[src/rtl/alu_pipe.sv]
// Two-stage pipelined {M,S1,S0} ALU with valid/ready handshakes.
// Define ALU_ACC_EN to build the accumulator feedback path selected by acc_sel.
module alu_pipe #(
    parameter int WIDTH = 8
) (
    input  logic             clk,
    input  logic             rst_n,
    input  logic             in_valid,
    output logic             in_ready,
    input  logic [WIDTH-1:0] a,
    input  logic [WIDTH-1:0] b,
    input  logic [2:0]       op,
    input  logic             cin,
    input  logic             acc_sel,
    output logic             out_valid,
    input  logic             out_ready,
    output logic [WIDTH-1:0] f,
    output logic             cout,
    output logic             ovf,
    output logic             zero
);

    logic             s1_valid;
    logic [WIDTH-1:0] s1_a;
    logic [WIDTH-1:0] s1_b;
    logic [2:0]       s1_op;
    logic             s1_cin;
    logic             s1_adv;
    logic             accept;
    logic             xfer;

    logic [WIDTH-1:0] opnd_a;
    logic [WIDTH-1:0] addend;
    logic             carry;
    logic [WIDTH:0]   sum;
    logic [WIDTH-1:0] res_f;
    logic             res_cout;
    logic             res_ovf;
    logic             res_zero;

    assign s1_adv   = !out_valid || out_ready;
    assign in_ready = !s1_valid || s1_adv;
    assign accept   = in_valid && in_ready;
    assign xfer     = s1_valid && s1_adv;

`ifdef ALU_ACC_EN
    logic             s1_acc_sel;
    logic [WIDTH-1:0] acc;

    always_ff @(posedge clk or negedge rst_n) begin
        if (!rst_n) begin
            s1_acc_sel <= 1'b0;
        end else if (accept) begin
            s1_acc_sel <= acc_sel;
        end
    end

    // acc is written on the same edge that moves the previous beat out of S1,
    // so a chained beat sitting in S1 always sees its predecessor's result.
    always_ff @(posedge clk or negedge rst_n) begin
        if (!rst_n) begin
            acc <= '0;
        end else if (xfer) begin
            acc <= res_f;
        end
    end

    assign opnd_a = s1_acc_sel ? acc : s1_a;
`else
    logic unused_acc_sel;

    assign unused_acc_sel = acc_sel;
    assign opnd_a         = s1_a;
`endif

    always_ff @(posedge clk or negedge rst_n) begin
        if (!rst_n) begin
            s1_valid <= 1'b0;
            s1_a     <= '0;
            s1_b     <= '0;
            s1_op    <= '0;
            s1_cin   <= 1'b0;
        end else if (accept) begin
            s1_valid <= 1'b1;
            s1_a     <= a;
            s1_b     <= b;
            s1_op    <= op;
            s1_cin   <= cin;
        end else if (xfer) begin
            s1_valid <= 1'b0;
        end
    end

    // Every arithmetic op is one adder with a selected addend and carry-in.
    always_comb begin
        addend   = s1_b;
        carry    = s1_cin;
        res_f    = '0;
        res_cout = 1'b0;
        res_ovf  = 1'b0;
        case (s1_op[1:0])
            2'b00: begin addend = s1_b;   carry = s1_cin; end
            2'b01: begin addend = ~s1_b;  carry = 1'b1;   end
            2'b10: begin addend = '0;     carry = 1'b1;   end
            2'b11: begin addend = '1;     carry = 1'b0;   end
        endcase
        sum = {1'b0, opnd_a} + {1'b0, addend} + {{WIDTH{1'b0}}, carry};
        if (!s1_op[2]) begin
            res_f    = sum[WIDTH-1:0];
            res_cout = sum[WIDTH];
            res_ovf  = (opnd_a[WIDTH-1] == addend[WIDTH-1]) &&
                       (sum[WIDTH-1] != opnd_a[WIDTH-1]);
        end else begin
            case (s1_op[1:0])
                2'b00: res_f = opnd_a & s1_b;
                2'b01: res_f = opnd_a | s1_b;
                2'b10: res_f = opnd_a ^ s1_b;
                2'b11: res_f = ~opnd_a;
            endcase
        end
        res_zero = (res_f == '0);
    end

    always_ff @(posedge clk or negedge rst_n) begin
        if (!rst_n) begin
            out_valid <= 1'b0;
            f         <= '0;
            cout      <= 1'b0;
            ovf       <= 1'b0;
            zero      <= 1'b0;
        end else if (xfer) begin
            out_valid <= 1'b1;
            f         <= res_f;
            cout      <= res_cout;
            ovf       <= res_ovf;
            zero      <= res_zero;
        end else if (out_ready) begin
            out_valid <= 1'b0;
        end
    end

endmodule

[config.mk]
export PLATFORM = sky130hd
export DESIGN_NAME = alu_pipe
export DESIGN_NICKNAME = d
export VERILOG_FILES = /design/src/rtl/alu_pipe.sv
export SDC_FILE = /design/constraint.sdc
export NUM_CORES = 1
export LEC_CHECK = 0
export CORE_AREA = 5 5 82 61
export DETAILED_ROUTE_END_ITERATION = 12
export DIE_AREA = 0 0 87 66
export PLACE_DENSITY = 0.95
export SLEW_MARGIN = 10
export SYNTH_ARGS = -nofsm -noshare
export SYNTH_HDL_FRONTEND = slang
export SYNTH_SLANG_ARGS = --single-unit
[constraint.sdc]
create_clock -name clk -period 6.5 [get_ports clk]
set_input_delay 1.3 -clock clk [delete_from_list [all_inputs] [get_ports clk]]
set_output_delay 1.3 -clock clk [all_outputs]
set_load 0.01 [all_outputs]
==> metrics.cfg <==
[placed_design]
gp_congestion=0.9050
hpwl_mm=3.595
portBuffers=36
pre_cts_ws_ns=2.680
dp.cells=314
dpl_cell_area_sq_um=2695

[route]
drc=0
wl_mm=4.658
ant_nets=0
first_pass_iters=4
drt_iter0_markers=79
routed_via_density=5.528
vias=1780
wl_per_cell_microns=14.47

[logic_synthesis]
syn_area_sq_um=2306
yosysSeqAreaShare=0.3581
yosys.area_share.simple=0.09821
synth_area_leaders=dfrtp_1 36%, ha_1 15%, mux2_2 11%
synth-seq-cells=33
synthMuxAreaShare=0.1210
syn_inst=232
synth_compound_area_frac=0.1785
synth_largest_area_cell=dfrtp_1
synth_top_family_by_area=compound AO/OA/AOI/OAI gates
synth_top_area_frac=0.3581
synth_xor_area_frac=0.01519
ys_warn_count=0
avgSynthCellArea_sq_um=9.939
synth-adder-area-share=0.1693
yosysUniqueCellTypes=41
synth_fp_nets=287

[grt]
grt_pass1_vias=1735
grt_overflow_total=0
antenna_found_initial=0
grt_use_total=0.1810
grt_max_degree=34
grt_pass1_wl_mm=7.955

[sta]
finalHoldViolations=0
slew_headroom=0.4323
max_freq_mhz=258.3
rsz0062_at_grt=false
period_share=0.5956
tightestPinTransition_ns=0.8495
finalWorstSetupSlack_ns=2.629
post-route-min-period_ns=3.871
setup_viol=0
slew_viol_final=0
setup_tns_ns=0
skew_ns=0.007408

[status]
status=complete, no violations

[floorplan]
initial_core_util=0.5518
fp-row-count=20
dieHeight_microns=66
io_pins=38
dieArea_sq_um=5742
die_w_microns=87
coreArea_sq_um=4179

[pwr]
finalPower_mw=0.8471
vdd_drop_max_v=0.0001654
power_leakage_nw=1.261
powerDensity_nw_per_um2=304.6

[job]
drv_cap=0

[setup_path]
crit_type=reg -> reg
crit_family=adder cells
max_stage_delay_ns=0.67
crit_chain=inv_1 -> ha_1 -> inv_1 -> o21ai_0 -> fa_1 -> inv_1 -> fa_1 -> nand3_1 -> a21boi_1 -> o21a_1 -> o21a_1 -> o31ai_2 -> mux2_2
required_ns=6.74
start_kind=register
cp_max_fo=23
endpoint_kind=register
cp-startpoint=s1_op[0]$_DFFE_PN0P_
slowest_stage=ha_1
cp_data_arrival_time_ns=4.11
critPathMostFrequentCell=inv_1
timing.rr.start=s1_op[0]$_DFFE_PN0P_
cp_num_buf_inv=3

[cts]
path_clk_slew_ns=0.07
cts_resized=0
ctsHoldBuffers=0
clkLatencyLatePin_ns=0.29
clk_root_buffer_cell=clkbuf_8
cts_buffer_depth=2
cts_made_buffers=5
post-cts-setup-buffers=0
clock_sinks=33
cts_tree=done
htreeDepth=2

[hold_path]
worstHoldStart=f[1]$_DFFE_PN0P_
min_path_type=reg -> reg

[layout]
mostFrequentLayoutCells=36 x clkdlybuf4s50_1, 33 x dfrtp_1, 28 x ha_1
syn2layout_area_growth_pct=20.62
num_antenna_cells=0
layout_commonest_cell=clkdlybuf4s50_1
layout.cells.non_filler=322
n_fill_cell=340
drive_above_1_share=0.1423
design.final.nets=321
postLayoutCellArea_sq_um=2781

## worst min-delay path, stage by stage (launching register included)
cell	delay, ns
dfrtp_1	0.34
nand2_1	0.05
o21ai_0	0.06
## per-layer routing
metal | routed length [microns] | global-route usage | up-vias
met5 | 0 | 0 | -
met4 | 65 | 0.06420 | 0
met3 | 383 | 0.04234 | 7
met2 | 2016 | 0.2813 | 54
met1 | 2192 | 0.2463 | 833
li1 | - | - | 886
## final timing paths
| path | to | slack (ns) | cells past startpoint |
|---|---|---|---|
| worst max-delay path | f[6]$_DFFE_PN0P_ | 2.63 | 13 |
| worst min-delay path | f[1]$_DFFE_PN0P_ | 0.48 | 2 |
| worst max register to register | f[6]$_DFFE_PN0P_ | 2.63 | 13 |
| worst min register to register | f[1]$_DFFE_PN0P_ | 0.48 | 2 |
| max in group asynchronous | s1_b[6]$_DFFE_PN0P_ | 4.79 | 2 |
| min in group asynchronous | f[7]$_DFFE_PN0P_ | 1.41 | 2 |
## flip-flops by register name, indices dropped and copies added, names as in the netlist
| name | flops |
|---|---|
| out_valid | 1 |
| s1_cin | 1 |
| s1_op | 3 |
| f | 8 |
| zero | 1 |
| s1_b | 8 |
| s1_valid | 1 |
| ovf | 1 |
| opnd_a | 8 |
| cout | 1 |
## Yosys cell counts, drive strengths merged
master,instances
dfrtp,33
ha,28
inv,24
mux2,23
nand2,23
a21oi,21
o21ai,10
buf,9
nand2b,9
a211oi,7
nor2,4
o2111ai,4
o211ai,3
a31oi,2
fa,2
mux2i,2
nand3b,2
nor3,2
o211a,2
o21a,2
o31ai,2
o41ai,2
xnor2,2
xor2,2
a21boi,1
a21o,1
a222oi,1
and3b,1
clkbuf,1
nand3,1
nand4,1
nand4b,1
nor3b,1
o2111a,1
o22ai,1
or3,1
## metrics by stage
stage               utilization  hold WS [ns]
finish                   0.6656        0.4812
floorplan                     -        0.4792
CTS                      0.6656        0.4838
global route             0.6656        0.5071
detailed placement       0.6449        0.4689
global placement         0.6449        0.4617
## cell families after synthesis
family,Yosys count
buffers and inverters,34
DFF,33
and+or+nand+nor,46
adders and majority gates,30
AOI/OAI and AO/OA,60
xor gates and xnor gates,4
muxes,25
## area by class of cell
| type | count | area, sq um | area share |
|---|---|---|---|
| Clock inverter | 3 | 17.52 | 0.006298 |
| Clock buffer | 5 | 68.82 | 0.02474 |
| Multi-Input combinational cell | 165 | 1343 | 0.4827 |
| Timing Repair Buffer | 37 | 367.9 | 0.1323 |
| Sequential cell | 33 | 825.8 | 0.2969 |
| Inverter | 24 | 90.09 | 0.03239 |
| Tap cell | 55 | 68.82 | 0.02474 |
## where the power goes
part / internal [mW] / total, mW / switching, mW
sequential: 0.252 / 0.289 / 0.0372
combinational: 0.200 / 0.406 / 0.206
clock: 0.0738 / 0.152 / 0.0778
total: 0.526 / 0.847 / 0.321
No activity file was read; power rests on OpenSTA's default activity.
